### src/rtl/emsg_sched_pkg.sv
// rtl/emsg_sched_pkg.sv - shared widths, defaults and FSM encoding for the row scheduler and emsggen cover
package emsg_sched_pkg;

  localparam int W_DEF   = 6;
  localparam int WC_DEF  = 18;
  localparam int RW_DEF  = 8;
  localparam int IW_DEF  = 5;
  localparam int LAT_DEF = 3;

  typedef enum logic [1:0] {
    ST_IDLE  = 2'd0,
    ST_RUN   = 2'd1,
    ST_DRAIN = 2'd2,
    ST_DONE  = 2'd3
  } state_t;

  // Compressed row message: min1 and min2 magnitudes, 5-bit min index, one sign per input
  function automatic int ew_of(input int w, input int wc);
    return 2 * (w - 1) + wc + 5;
  endfunction

endpackage

### src/rtl/emsg_pipe_track.sv
// rtl/emsg_pipe_track.sv - LAT-deep valid/address shift register tracking rows in flight
module emsg_pipe_track
  import emsg_sched_pkg::*;
#(
  parameter int RW  = RW_DEF,
  parameter int LAT = LAT_DEF
) (
  input  logic          clk,
  input  logic          rst,
  input  logic          in_valid,
  input  logic [RW-1:0] in_addr,
  output logic          tail_valid,
  output logic [RW-1:0] tail_addr,
  output logic          empty
);

  logic [LAT-1:0] vld;
  logic [RW-1:0]  addr [LAT];

  // Shift issued row addresses toward the tail; reset drops everything in flight
  always_ff @(posedge clk) begin
    if (rst) begin
      vld <= '0;
      for (int i = 0; i < LAT; i++) addr[i] <= '0;
    end else begin
      vld[0]  <= in_valid;
      addr[0] <= in_valid ? in_addr : '0;
      for (int i = 1; i < LAT; i++) begin
        vld[i]  <= vld[i-1];
        addr[i] <= addr[i-1];
      end
    end
  end

  assign tail_valid = vld[LAT-1];
  assign tail_addr  = addr[LAT-1];
  assign empty      = ~|vld;

endmodule

### src/rtl/emsg_sched.sv
// rtl/emsg_sched.sv - row/iteration scheduler for compressed check-node messages; optional EMSG_EARLY_TERM_EN
module emsg_sched
  import emsg_sched_pkg::*;
#(
  parameter int  W   = W_DEF,
  parameter int  WC  = WC_DEF,
  parameter int  RW  = RW_DEF,
  parameter int  IW  = IW_DEF,
  parameter int  LAT = LAT_DEF,
  localparam int EW  = ew_of(W, WC)
) (
  input  logic          clk,
  input  logic          rst,
  input  logic          start,
  input  logic [RW-1:0] num_rows,
  input  logic [IW-1:0] max_iter,
  input  logic          stall,
  input  logic          parity_ok,
  input  logic [EW-1:0] ecomp_in,
  output logic          busy,
  output logic          rd_en,
  output logic [RW-1:0] rd_addr,
  output logic          wr_en,
  output logic [RW-1:0] wr_addr,
  output logic [EW-1:0] wr_data,
  output logic [IW-1:0] iter_cnt,
  output logic          done,
  output logic          early
);

  state_t        state, state_nxt;
  logic [RW-1:0] row, rows_q;
  logic [IW-1:0] iter, iters_q, iter_inc;
  logic          early_q;
  logic          issue, iter_end, stop_early, early_hit, last_row;
  logic          pipe_empty, tail_valid;
  logic [RW-1:0] tail_addr;

`ifdef EMSG_EARLY_TERM_EN
  assign early_hit = parity_ok;
`else
  logic unused_parity;
  assign unused_parity = parity_ok;
  assign early_hit     = 1'b0;
`endif

  assign last_row = (row == rows_q - RW'(1));
  assign iter_inc = iter + IW'(1);

  // Next-state decode: issue rows in RUN, wait for the pipe to empty in DRAIN
  always_comb begin
    state_nxt  = state;
    issue      = 1'b0;
    iter_end   = 1'b0;
    stop_early = 1'b0;
    case (state)
      ST_IDLE: begin
        if (start) begin
          state_nxt = (num_rows == '0 || max_iter == '0) ? ST_DONE : ST_RUN;
        end
      end
      ST_RUN: begin
        if (!stall) begin
          issue = 1'b1;
          if (last_row) state_nxt = ST_DRAIN;
        end
      end
      ST_DRAIN: begin
        if (pipe_empty) begin
          iter_end = 1'b1;
          if (early_hit) begin
            stop_early = 1'b1;
            state_nxt  = ST_DONE;
          end else if (iter_inc == iters_q) begin
            state_nxt = ST_DONE;
          end else begin
            state_nxt = ST_RUN;
          end
        end
      end
      ST_DONE:  state_nxt = ST_IDLE;
      default:  state_nxt = ST_IDLE;
    endcase
  end

  // State register
  always_ff @(posedge clk) begin
    if (rst) state <= ST_IDLE;
    else     state <= state_nxt;
  end

  // Job parameters, row and iteration counters; job values only load from IDLE
  always_ff @(posedge clk) begin
    if (rst) begin
      rows_q  <= '0;
      iters_q <= '0;
      row     <= '0;
      iter    <= '0;
      early_q <= 1'b0;
    end else begin
      if (state == ST_IDLE && start) begin
        rows_q  <= num_rows;
        iters_q <= max_iter;
        row     <= '0;
        iter    <= '0;
        early_q <= 1'b0;
      end
      if (issue) row <= last_row ? '0 : row + RW'(1);
      if (iter_end) begin
        iter    <= iter_inc;
        early_q <= stop_early;
      end
    end
  end

  emsg_pipe_track #(
    .RW  (RW),
    .LAT (LAT)
  ) u_track (
    .clk        (clk),
    .rst        (rst),
    .in_valid   (issue),
    .in_addr    (row),
    .tail_valid (tail_valid),
    .tail_addr  (tail_addr),
    .empty      (pipe_empty)
  );

  assign rd_en    = issue;
  assign rd_addr  = issue ? row : '0;
  assign wr_en    = tail_valid;
  assign wr_addr  = tail_valid ? tail_addr : '0;
  assign wr_data  = tail_valid ? ecomp_in : '0;
  assign busy     = (state == ST_RUN) || (state == ST_DRAIN);
  assign done     = (state == ST_DONE);
  assign early    = done && early_q;
  assign iter_cnt = iter;

endmodule

### config.mk
export PLATFORM = sky130hd
export DESIGN_NAME = emsg_sched
export DESIGN_NICKNAME = d
export VERILOG_FILES = /design/src/rtl/emsg_sched_pkg.sv /design/src/rtl/emsg_pipe_track.sv /design/src/rtl/emsg_sched.sv
export SDC_FILE = /design/constraint.sdc
export NUM_CORES = 1
export LEC_CHECK = 0
export CELL_PAD_IN_SITES_DETAIL_PLACEMENT = 0
export CELL_PAD_IN_SITES_GLOBAL_PLACEMENT = 1
export CORE_UTILIZATION = 34
export CTS_CLUSTER_DIAMETER = 40
export DETAILED_ROUTE_END_ITERATION = 8
export GPL_TIMING_DRIVEN = 0
export PLACE_DENSITY_LB_ADDON = 0.1
export SYNTH_ARGS = -nofsm -noshare
export SYNTH_HDL_FRONTEND = slang
export SYNTH_SLANG_ARGS = --single-unit
export TNS_END_PERCENT = 10
### constraint.sdc
create_clock -name clk -period 3.95 [get_ports clk]
set_clock_uncertainty 0.15 [all_clocks]
set_input_delay 0.5925 -clock clk [delete_from_list [all_inputs] [get_ports clk]]
set_output_delay 0.5925 -clock clk [all_outputs]
set_load 0.03 [all_outputs]
==> load_flow_metrics.sql, run 1 <==
INSERT INTO impl_metrics (metric_group, metric, value, unit) VALUES
('route', 'detail_route.iter0.violations', '35', ''),
('logic_synthesis', 'postSynth.topFlopCell', 'dfxtp_1', ''),
('clock_network', 'post_cts_resize_count', '0', ''),
('critical_path', 'timing.critical_path.to', 'rd_addr[5]', ''),
('logic_synthesis', 'asyncSetResetFlopFracSynth', '0', '%'),
('logic_synthesis', 'synth.ff_latch_count', '55', ''),
('clock_network', 'cts_hold_buffers', '0', ''),
('final_layout', 'layout.cells.non_filler', '540', ''),
('pwr', 'internal_power', '988.2', 'uW'),
('clock_network', 'worst_skew_pair.late_latency', '320', 'ps'),
('place', 'place.port_buffers', '106', ''),
('clock_network', 'cts_tree', 'yes', ''),
('final_layout', 'final_layout_size_suffix_gt1_share', '6.393', '%'),
('critical_path', 'crit_path_max_fanout', '10', ''),
('global_route', 'maximum_number_of_pins_on_one_net_before_global_route_repair', '21', ''),
('timing', 'drv_slew', '0', ''),
('critical_path', 'rrSetupSlack', '1510', 'ps'),
('critical_path', 'worst_ep_arrival_time', '2620', 'ps'),
('final_layout', 'layout_commonest_cell', 'clkdlybuf4s50_1', ''),
('place', 'detailedPlacementHpwl', '5.286', 'mm'),
('logic_synthesis', 'yosysSeqAreaShare', '39.68', '%'),
('pwr', 'design_power_total', '1.555', 'mW'),
('final_layout', 'n_antenna_cell', '0', ''),
('final_layout', 'final.fill_count', '777', ''),
('critical_path', 'timing_worst_setup_path_type', 'in -> out', ''),
('timing', 'setup_viol', '0', ''),
('logic_synthesis', 'yosysUniqueCellTypes', '50', ''),
('final_layout', 'fin_nets', '496', ''),
('logic_synthesis', 'synthesis.area', '2775', 'sq um'),
('route', 'first_pass_iters', '4', ''),
('floorplan', 'fp.dieArea', '8528', 'sq um'),
('floorplan', 'chipWidth', '92.35', 'microns'),
('logic_synthesis', 'postSynthAreaPerCell', '8.565', 'sq um'),
('timing', 'timing.hold.ws', '295.4', 'ps'),
('timing', 'max_slew_margin', '56.42', '%'),
('pwr', 'sw_pwr', '566.6', 'uW'),
('logic_synthesis', 'synth-edff-count', '0', ''),
('timing', 'fin_setup_tns', '0', 'ps'),
('clock_network', 'clock_tree.buffer_depth', '2', ''),
('worst_hold_path', 'timing.hold.worst.class', 'reg -> reg', ''),
('route', 'wl_per_cell', '12.32', 'microns'),
('final_layout', 'area_delta_synth_final', '46.53', '%'),
('floorplan', 'floorplan.rows', '32', ''),
('route', 'drc', '0', ''),
('route', 'route.detailed.vias_per_inst', '4.576', ''),
('global_route', 'first_global_vias', '2265', ''),
('final_layout', 'mostFrequentLayoutCells', 'clkdlybuf4s50_1, and2_1, dfxtp_1', ''),
('route', 'antenna_violating_nets_left', '0', ''),
('floorplan', 'design.portCount', '110', ''),
('logic_synthesis', 'post_synth_inst_count', '324', ''),
('pwr', 'p_clk_share', '21.6', '%'),
('run_status', 'outcome', 'complete, no violations', ''),
('timing', 'achievable-frequency', '0.2976', 'GHz'),
('route', 'finalWirelength', '6.653', 'mm'),
('timing', 'post-route-min-period', '3360', 'ps'),
('global_route', 'leftover_overflow_at_the_end_of_global_routing', '0', ''),
('clock_network', 'cts_max_level', '2', ''),
('global_route', 'grt.total_usage', '16.06', '%'),
('route', 'detailroute.via_count', '2471', ''),
('timing', 'worst_slew_pin_slew', '648.7', 'ps'),
('logic_synthesis', 'yosysWarningCount', '0', ''),
('global_route', 'wire_length_of_the_first_global_routing_pass', '10.88', 'mm'),
('critical_path', 'critical_path.reg2reg.endpoint', 'state[0]', ''),
('final_layout', 'multi_input_area', '1546', 'sq um'),
('pwr', 'p_sw_share', '36.44', '%'),
('place', 'placed_cells_incl_taps', '532', ''),
('pwr', 'power.share.sequential', '41.7', '%'),
('global_route', 'number_of_antenna_violations_at_the_first_check_in_global_routing', '0', ''),
('floorplan', 'dieHeight', '92.35', 'microns'),
('critical_path', 'r2r-start', 'rows_q[0]', ''),
('critical_path', 'rr_worst_depth', '11', '');
## per-layer routing
metal | global-route usage [%] | part of all wire (%) | vias to the layer above
met3 | 3.859 | 8.6 | 6
met5 | 0 | 0 | -
met1 | 19.12 | 44 | 1075
met2 | 28.64 | 47 | 85
li1 | - | - | 1305
met4 | 4.297 | 1.0 | 0
## logic make-up after synthesis
logic type               count (synthesis)  share of synthesized area [%]
flip-flops                              55                          39.68
AND/OR/NAND/NOR                        165                          34.04
other                                    1                         0.1351
multiplexers                             2                         0.7664
buffers and inverters                   26                          4.598
AO/OA/AOI/OAI                           49                          11.50
adder cells (fa/ha/maj)                  8                          3.607
XOR/XNOR                                18                          5.681
## cell usage after synthesis (2+ instances only)
cell type	number	area [sq um]
nor3b_1	2	15.01
nand2b_1	3	18.77
clkbuf_8	2	27.53
buf_4	2	15.01
xor2_1	7	61.31
nor3_1	6	30.03
nand2_1	37	138.9
o21bai_1	2	15.01
ha_1	8	100.1
inv_1	8	30.03
and3_1	3	18.77
nor4_1	2	12.51
a21oi_1	24	120.1
a31oi_1	4	25.02
clkbuf_1	12	45.04
dfxtp_1	55	1101
nor2_1	10	37.54
and2_1	57	356.6
a22o_2	3	30.03
nor2b_1	21	131.4
o21ai_0	2	10.01
a211oi_1	2	15.01
nor4_4	2	42.54
nand4_1	2	12.51
xnor2_1	11	96.34
nand3_1	12	60.06
or3_1	2	12.51
## final cells by class
type	instances	area share, %
Clock inverter	3	0.8308
Timing Repair Buffer	106	26.09
Multi-Input combinational cell	243	38.03
Clock buffer	5	1.692
Inverter	8	0.7385
Sequential cell	55	27.08
Buffer	18	2.400
Tap cell	102	3.138
## metrics by stage
stage	setup slack (ps)	instance area (sq um)
finish	589.7	4066
global route	485.0	4066
CTS	549.1	4066
detailed placement	554.8	3964
global placement	555.2	3964
floorplan	1438	2775
## power by group through the flow
| stage | combinational, mW | sequential, mW | clock [mW] |
|---|---|---|---|
| final | 0.571 | 0.649 | 0.336 |
| after global routing | 0.641 | 0.656 | 0.370 |
| after CTS | 0.579 | 0.649 | 0.349 |
| after detailed placement | 0.577 | 0.662 | 0 |
| after global placement | 0.573 | 0.661 | 0 |
| after floorplan | 0.403 | 0.652 | 0 |
## worst min-delay path by stage
stage | from | to | slack [ps] | depth (start not counted)
2_1_floorplan | u_track.addr[0][2] | u_track.addr[0][10] | 260 | 1
3_5_place_dp | u_track.addr[0][9] | u_track.addr[0][17] | 270 | 1
4_1_cts | u_track.addr[0][9] | u_track.addr[0][17] | 300 | 1
5_1_grt | u_track.addr[0][1] | u_track.addr[0][9] | 310 | 1
3_3_place_gp | u_track.addr[0][0] | u_track.addr[0][8] | 270 | 1
6_report | u_track.addr[0][10] | u_track.addr[0][18] | 300 | 1
## state kept, by name, indices dropped and copies added, names as in the netlist
signal and cells:
iter_cnt 5, iters_q 5, row 8, rows_q 8
state 2, u_track.addr 24, u_track.vld 3
## critical path: stages
cell and delay (ps):
clkdlybuf4s50_1 450, or2b_2 330, inv_1 90, clkbuf_1 270, and2_1 210, clkdlybuf4s50_1 670
No activity file was read; power rests on OpenSTA's default activity.
==> run 2: changes to the inputs <==
--- a/config.mk
+++ b/config.mk
@@ -5,6 +5,8 @@
 export SDC_FILE = /design/constraint.sdc
 export NUM_CORES = 1
 export LEC_CHECK = 0
+export ABC_CLOCK_PERIOD_IN_PS = 3950
+export CAP_MARGIN = 25
 export CELL_PAD_IN_SITES_DETAIL_PLACEMENT = 0
 export CELL_PAD_IN_SITES_GLOBAL_PLACEMENT = 1
 export CORE_UTILIZATION = 34
==> results of run 2 <==
The final DEF is identical to that of run 1; final timing and power are the same.
==> run 3: changes to the inputs <==
--- a/config.mk
+++ b/config.mk
@@ -9,6 +9,7 @@
 export CAP_MARGIN = 25
 export CELL_PAD_IN_SITES_DETAIL_PLACEMENT = 0
 export CELL_PAD_IN_SITES_GLOBAL_PLACEMENT = 1
+export CORE_ASPECT_RATIO = 0.7
 export CORE_UTILIZATION = 34
 export CTS_CLUSTER_DIAMETER = 40
 export DETAILED_ROUTE_END_ITERATION = 8
==> load_flow_metrics.sql, run 3 (synthesis results as in run 1) <==
INSERT INTO impl_metrics (metric_group, metric, value, unit) VALUES
('final_layout', 'layout_commonest_cell', 'clkdlybuf4s50_1', ''),
('pwr', 'leakage', '1.603', 'nW'),
('floorplan', 'floorplan.rows', '27', ''),
('floorplan', 'design.portCount', '110', ''),
('critical_path', 'cp_top_family', 'buffers and inverters', ''),
('clock_network', 'cts_hold_buffers', '0', ''),
('global_route', 'grt.total_usage', '16.79', '%'),
('global_route', 'wire_length_of_the_first_global_routing_pass', '11.10', 'mm'),
('place', 'placed_cell_area', '3963', 'sq um'),
('critical_path', 'critical-path-slowest-cell', 'clkdlybuf4s50_1', ''),
('critical_path', 'critPathBufInv', '4', ''),
('clock_network', 'clk_transition_reported_paths', '70', 'ps'),
('pwr', 'power_per_cell_area', '428.8', 'nW/um^2'),
('final_layout', 'n_antenna_cell', '0', ''),
('timing', 'setup_viol', '0', ''),
('critical_path', 'worst_path_largest_cell_delay', '670', 'ps'),
('clock_network', 'post_cts_resize_count', '0', ''),
('critical_path', 'crit_path_max_fanout', '10', ''),
('final_layout', 'mostFrequentLayoutCells', 'clkdlybuf4s50_1, and2_1, dfxtp_1', ''),
('route', 'detail_route.iter0.violations', '79', ''),
('clock_network', 'worst_skew_pair.late_latency', '290', 'ps'),
('floorplan', 'chipWidth', '110.0', 'microns'),
('final_layout', 'layout.cells.non_filler', '539', ''),
('pwr', 'vdd_drop_max', '264.3', 'uV'),
('global_route', 'number_of_antenna_violations_at_the_first_check_in_global_routing', '0', ''),
('timing', 'drv_slew', '0', ''),
('clock_network', 'cts_tree', 'yes', ''),
('critical_path', 'worstPathCellList', 'clkdlybuf4s50_1 > or2b_2 > inv_1 > clkbuf_1 > and2_1 > clkdlybuf4s50_1', ''),
('final_layout', 'postLayoutCoreUtil', '52.74', '%'),
('route', 'first_pass_iters', '4', ''),
('route', 'detailroute.via_count', '2506', ''),
('critical_path', 'endpoint_kind', 'output port', ''),
('global_route', 'maximum_number_of_pins_on_one_net_before_global_route_repair', '17', ''),
('global_route', 'first_global_vias', '2262', ''),
('timing', 'worst_slew_pin_slew', '533.9', 'ps'),
('critical_path', 'worst-endpoint-required', '3210', 'ps'),
('clock_network', 'cts_max_level', '2', ''),
('place', 'detailedPlacementHpwl', '5.511', 'mm'),
('place', 'place.port_buffers', '106', ''),
('clock_network', 'clock_tree.buffer_depth', '2', ''),
('final_layout', 'final_layout_size_suffix_gt1_share', '6.164', '%'),
('timing', 'max_slew_margin', '64.13', '%'),
('timing', 'unrepaired_setup_endpoints_after_global_routing', 'false', ''),
('clock_network', 'cts_post_setup_buffers_inserted', '0', ''),
('clock_network', 'number_of_buffers_added_by_the_clock_tree_synthesis_step', '5', ''),
('route', 'wl_per_cell', '12.91', 'microns'),
('route', 'drc', '0', ''),
('clock_network', 'clk_root_buffer_cell', 'clkbuf_16', ''),
('critical_path', 'worst_ep_arrival_time', '2630', 'ps'),
('final_layout', 'fin_nets', '496', ''),
('final_layout', 'largest_reg_flops', '24', ''),
('critical_path', 'critical_path_s_most_frequent_cell', 'clkdlybuf4s50_1', ''),
('timing', 'timing.final.crit_share', '85.45', '%'),
('route', 'finalWirelength', '6.961', 'mm'),
('worst_hold_path', 'timing.hold.worst.class', 'reg -> reg', ''),
('floorplan', 'floorplan.core_area', '7871', 'sq um'),
('place', 'gp_routability_congestion', '0.7715', ''),
('route', 'route.detailed.vias_per_inst', '4.649', ''),
('final_layout', 'area_delta_synth_final', '49.59', '%'),
('route', 'antenna_violating_nets_left', '0', ''),
('floorplan', 'dieHeight', '77.59', 'microns'),
('timing', 'achievable-frequency', '0.2963', 'GHz'),
('final_layout', 'largestRegisters', 'u_track.addr x24, row x8, rows_q x8', ''),
('final_layout', 'largest_register', 'u_track.addr', ''),
('timing', 'hold_viol_final', '0', ''),
('critical_path', 'critical_path.startpoint_type', 'primary input', ''),
('timing', 'post-route-min-period', '3375', 'ps'),
('clock_network', 'cts_sinks', '55', ''),
('floorplan', 'initial_core_util', '35.26', '%'),
('place', 'placed_cells_incl_taps', '531', ''),
('timing', 'post-route-worst-setup-slack', '574.6', 'ps'),
('global_route', 'leftover_overflow_at_the_end_of_global_routing', '0', ''),
('job', 'cap_violations', '0', ''),
('final_layout', 'finish.instance_area', '4151', 'sq um'),
('timing', 'fin_setup_tns', '0', 'ps'),
('floorplan', 'fp.dieArea', '8534', 'sq um'),
('place', 'post-place-ws', '547.2', 'ps'),
('critical_path', 'timing_worst_setup_path_type', 'in -> out', ''),
('run_status', 'outcome', 'complete, no violations', '');
## run 3: changes by cell type in the layout (fill, tap and decap cells not counted), sizes merged
cell / change
clkinv: -2
clkbuf: +1
bufinv: +2
inv: -1
## run 3: final timing paths
check | start | endpoint | slack (ps) | cells after the start
setup / recovery | stall | rd_addr[5] | 570 | 6
hold / removal | u_track.addr[0][14] | u_track.addr[0][22] | 280 | 1
setup reg to reg | rows_q[0] | state[0] | 1530 | 11
hold reg to reg | u_track.addr[0][14] | u_track.addr[0][22] | 280 | 1
## run 3: where the power goes
part / internal [mW] / switching [mW]
Clock: 0.364 / 0.194
Combinational: 0.259 / 0.317
Sequential: 0.596 / 0.0516
## run 3: metal layers
metal | track usage, % | wire (microns)
met1 | 22.26 | 3274
met2 | 26.69 | 3005
met3 | 4.286 | 644
met4 | 4.800 | 37
met5 | 0 | 0
## run 3: worst register-to-register path, cell delays in order (launching register included)
cell      delay (ps)
dfxtp_1          310
clkbuf_2         180
inv_1             70
ha_1             200
clkbuf_8         160
o21ba_1          160
a221oi_1         280
a41oi_1          110
nor3_4           230
nand3_2          150
a211oi_1         220
a311oi_1          70
## run 3: area by class of cell
type | count | area (sq um)
fillers | 763 | 3720
inverters | 8 | 30.03
repair buffers | 106 | 1061
clock inverters | 2 | 60.06
plain buffers | 18 | 97.59
well taps | 101 | 126.4
multi-input cells | 243 | 1546
flip-flops and latches | 55 | 1101
clock buffers | 6 | 128.9
## run 3: per-stage QoR
step           hold WS (ps)  power, mW
2_1_floorplan         263.8      1.055
3_3_place_gp          264.8      1.234
3_5_place_dp          270.4      1.237
4_1_cts               287.1      1.805
5_1_grt               309.0      1.897
6_report              284.1      1.780
==> patch 1: new RTL, config.mk and constraints of run 1 <==
Set the package constant `WC_DEF` to 36 (it was 18).
--- a/src/rtl/emsg_sched_pkg.sv
+++ b/src/rtl/emsg_sched_pkg.sv
@@ -2,7 +2,7 @@
 package emsg_sched_pkg;
 
   localparam int W_DEF   = 6;
-  localparam int WC_DEF  = 18;
+  localparam int WC_DEF  = 36;
   localparam int RW_DEF  = 8;
   localparam int IW_DEF  = 5;
   localparam int LAT_DEF = 3;
Ports: changed (resized ecomp_in and wr_data); port bits go from 110 to 146. No check against the original RTL was run, so the function may have changed too.
==> patch 1 against run 1 <==
Sequential cell count is the same; sequential power is essentially flat; sequential share of layout area is 2.8 points lower; total power is 2.2% higher; wire length rose by 20%; maximum frequency up 6.8%; global-route usage rose by 2.2 points; worst setup slack better by 0.21 ns; non-clock buffer count is 38 higher; first-iteration DRC count increased by 5.7%; design area increased by 11%; synthesized cell count rose by 7.1%; area after synthesis is 3.3% higher; critical endpoint is now rd_addr[4]; highest routed layer unchanged.
==> patch 1: results (changes against run 1) <==
Routing
The via density per instance came to 4.638 (+1.4%). The total number of vias was 2,797 (+13%). The routed wire length per instance came to 13.24 µm (+7.4%).

The initial detailed-routing violation count is 37 (+5.7%).

Setup path
The arrival time of the worst setup path came to 2.40 ns (-0.22 ns). The register-to-register setup slack is 1.24 ns (-0.27 ns). The worst-case reg-to-reg path depth is 8 (-3).

Pwr
The static leakage is 1.731 nW (+11%). The peak supply drop is 270.4 µV (+8.9%).

Synth
The compound-cell area share of the yosys netlist is 0.1235 (+0.008505). The mux contribution to synthesized area is 0.003490 (-0.004174). The top-area cell type share of the netlist area is 0.3839 (-0.01281). The post-synthesis net count is 424 (+11%). Ranked by total cell area, the synthesized netlist is headed by sky130_fd_sc_hd__dfxtp_1 38%, sky130_fd_sc_hd__and2_1 17%, sky130_fd_sc_hd__nand2_1 4.6%.

The xor/xnor share of the synthesized area came to 0.05192 (-0.004888). The average cell area after synthesis was 8.264 µm² (-3.5%). The fraction of the mapped netlist area in adder cells is 0.03490 (-0.001165). The register area share after synthesis is 0.3839 (-0.01281). The number of distinct standard cells referenced by the synthesized netlist was 44 (-12%).

Cells and area
The number of nets in the layout is 574 (+16%). The total of fill cells in the finished design is 771 (-0.77%). The share of layout cells above drive strength 1 is 0.03815 (-0.02577).

Worst hold path
The terminating pin of the worst hold path is u_track.addr[0][21]. In this run the most critical hold path is launched from u_track.addr[0][13].

Place
The count of input and output buffers is 143 (+35%). The final estimated routing congestion in global placement is 0.8064 (-1.1%). The post-placement worst setup slack is 0.7797 ns (+0.2249 ns).

The HPWL after detailed placement came to 6442 µm (+22%).

GRT
The largest net degree at the start of global routing is 20 (-4.8%). The all-layer global routing usage is 0.1829 (+0.02232). The via count of the first global-routing pass came to 2,524 (+11%).

Outcome
The run finished with clean final reports.

STA
The post-route worst hold slack came to 0.2933 ns (-0.002038 ns).
-- patch 1: routing by layer --
layer | track usage | vias up | share of wire
met4 | 0.05256 | 0 | 0.011
met5 | 0 | - | 0
met3 | 0.03722 | 7 | 0.078
li1 | - | 1437 | -
met1 | 0.2167 | 1248 | 0.42
met2 | 0.3303 | 105 | 0.50
-- patch 1: logic make-up after synthesis --
| group | count (synthesis) |
|---|---|
| xor gates and xnor gates | 17 |
| and+or+nand+nor | 183 |
| AOI/OAI and AO/OA | 53 |
| DFF | 55 |
| adders and majority gates | 8 |
| other | 1 |
| muxes | 1 |
| buffers and inverters | 29 |
-- patch 1: worst max-delay path by stage --
stage                             to  slack, ns       from  cells past startpoint
after global routing      rd_addr[5]       0.61      stall                      6
final                     rd_addr[4]       0.80      stall                      6
after global placement    rd_addr[5]       0.77      stall                      6
after floorplan             state[1]       1.54  rows_q[0]                      8
after detailed placement  rd_addr[4]       0.78      stall                      6
after CTS                 rd_addr[4]       0.78      stall                      6
-- patch 1: cell type report --
cell class,count,share of cell area
multi-input combinational,263,0.3651
timing repair buffer,143,0.3162
sequential,55,0.2432
tap,105,0.02902
buffer,19,0.01686
clock buffer,5,0.01520
inverter,10,0.008292
clock inverter,3,0.006081
-- patch 1: metrics by stage --
step	power, mW	area, µm²	util
after floorplan	1.065	2868	-
after global placement	1.266	4431	0.5419
after detailed placement	1.275	4431	0.5419
after CTS	1.605	4527	0.5537
after global routing	1.695	4527	0.5537
final	1.590	4527	0.5537
-- patch 1: worst max-delay path: cells and delay by family --
kind | cells | cell delay, ns
simple gates | 2 | 0.35
buf+inv | 4 | 1.46
-- patch 1: power groups by stage --
stage	Combinational, mW	Sequential, mW	Clock, mW
after floorplan	0.411	0.654	0
after global placement	0.604	0.662	0
after detailed placement	0.612	0.663	0
after CTS	0.616	0.650	0.338
after global routing	0.679	0.657	0.359
final	0.613	0.650	0.327
==> patch 2: new RTL, config.mk and constraints of run 1 <==
Without the edit above. Encoding of `state_t`: now one-hot (4 bits for 4 states).
--- a/src/rtl/emsg_sched_pkg.sv
+++ b/src/rtl/emsg_sched_pkg.sv
@@ -7,11 +7,11 @@
   localparam int IW_DEF  = 5;
   localparam int LAT_DEF = 3;
 
-  typedef enum logic [1:0] {
-    ST_IDLE  = 2'd0,
-    ST_RUN   = 2'd1,
-    ST_DRAIN = 2'd2,
-    ST_DONE  = 2'd3
+  typedef enum logic [3:0] {
+    ST_IDLE  = 4'b0001,
+    ST_RUN   = 4'b0010,
+    ST_DRAIN = 4'b0100,
+    ST_DONE  = 4'b1000
   } state_t;
 
   // Compressed row message: min1 and min2 magnitudes, 5-bit min index, one sign per input
Formal check against the unedited RTL: same outputs for any inputs over 10 cycles, from zero or initial values and one cycle with rst high; not proved beyond that.
==> patch 2 against run 1 <==
Count of clock-buffer cells in the layout rose by 4; first-iteration DRC count grew to 3.0 times the old value; sequential share of layout area barely moved; worst setup slack gained 0.058 ns; sequential cell count up 2; design area increased by 3.6%; non-clock buffer count grew 3; via count is 6.7% higher; wire length up 8.3%; area after synthesis grew 0.81%.
Power is not compared: it rests on default switching activity, and its combinational part moved more than twofold at a synthesized area within 25%.
==> patch 2: results (changes against run 1) <==
Clock network
The register clock-pin slew on the reported worst setup and hold paths is 0.07 ns (-0.04 ns). The number of clock buffers inserted by TritonCTS is 9 (+4). The maximum level of the CTS H-tree is 3 (+1).

GRT
The met2 usage in global routing came to 0.3049 (+0.01852). The all-layer global routing usage is 0.1813 (+0.02076).

Place
The final estimated routing congestion in global placement came to 0.8053 (-1.3%). The HPWL after detailed placement came to 5528 µm (+4.6%). The post-placement worst setup slack is 0.6292 ns (+0.07448 ns).

Outcome
The run finished with clean final reports.

Synth
After synthesis, the most frequently instantiated cells are 57 x sky130_fd_sc_hd__dfxtp_1, 43 x sky130_fd_sc_hd__and2_1, 40 x sky130_fd_sc_hd__nand2_1, 25 x sky130_fd_sc_hd__a21oi_1, 21 x sky130_fd_sc_hd__and3_1. The number of distinct standard cells referenced by the synthesized netlist is 46 (-8.0%). The post-synthesis net count is 391 (+2.1%). By area the synthesized netlist is led by sky130_fd_sc_hd__dfxtp_1 41%, sky130_fd_sc_hd__and2_1 9.6%, sky130_fd_sc_hd__nand2_1 5.4%.

Cells and area
The share of layout cells above drive strength 1 is 0.06754 (+0.003611). The total of fill cells in the finished design came to 769 (-1.0%). The number of nets in the layout is 508 (+2.4%).

Routing
The routed length on met3 is 470 µm (-18%). The initial detailed-routing violation count came to 105 (+200%). The total routed wire length on the met1 layer is 3166 µm (+9.1%).

Setup path
The worst-case reg-to-reg path depth is 9 (-2). The most critical setup path has its endpoint at rd_en. The worst stage delay on the critical path is 0.71 ns (+0.04 ns). The capturing point of the worst reg2reg path is state[1].

STA
The relative slew slack was 0.3407 (-0.2235).

Worst hold path
The worst hold path begins at u_track.addr[0][14].
[patch 2: cell type report]
class / count / share of cell area
Clock buffer: 9 / 0.02940
Inverter: 6 / 0.005346
Clock inverter: 7 / 0.02435
Multi-Input combinational cell: 253 / 0.3653
Timing Repair Buffer: 106 / 0.2519
Tap cell: 102 / 0.03029
Buffer: 21 / 0.02257
Sequential cell: 57 / 0.2709
[patch 2: logic make-up (layout without fill, tap and decap cells)]
kind of cell | after synthesis | in the layout | synth area share
other | 1 | 1 | 0.001340
multiplexers | 1 | 1 | 0.005365
AND/OR/NAND/NOR | 181 | 181 | 0.3569
XOR/XNOR | 21 | 21 | 0.06574
AO/OA/AOI/OAI | 46 | 46 | 0.1073
flip-flops | 57 | 57 | 0.4079
buffers and inverters | 27 | 149 | 0.04203
adder cells (fa/ha/maj) | 3 | 3 | 0.01342
[patch 2: through the flow]
step | cells | utilization
floorplan | 337 | -
global placement | 545 | 0.5080
detailed placement | 545 | 0.5080
CTS | 561 | 0.5368
global route | 561 | 0.5368
finish | 561 | 0.5368
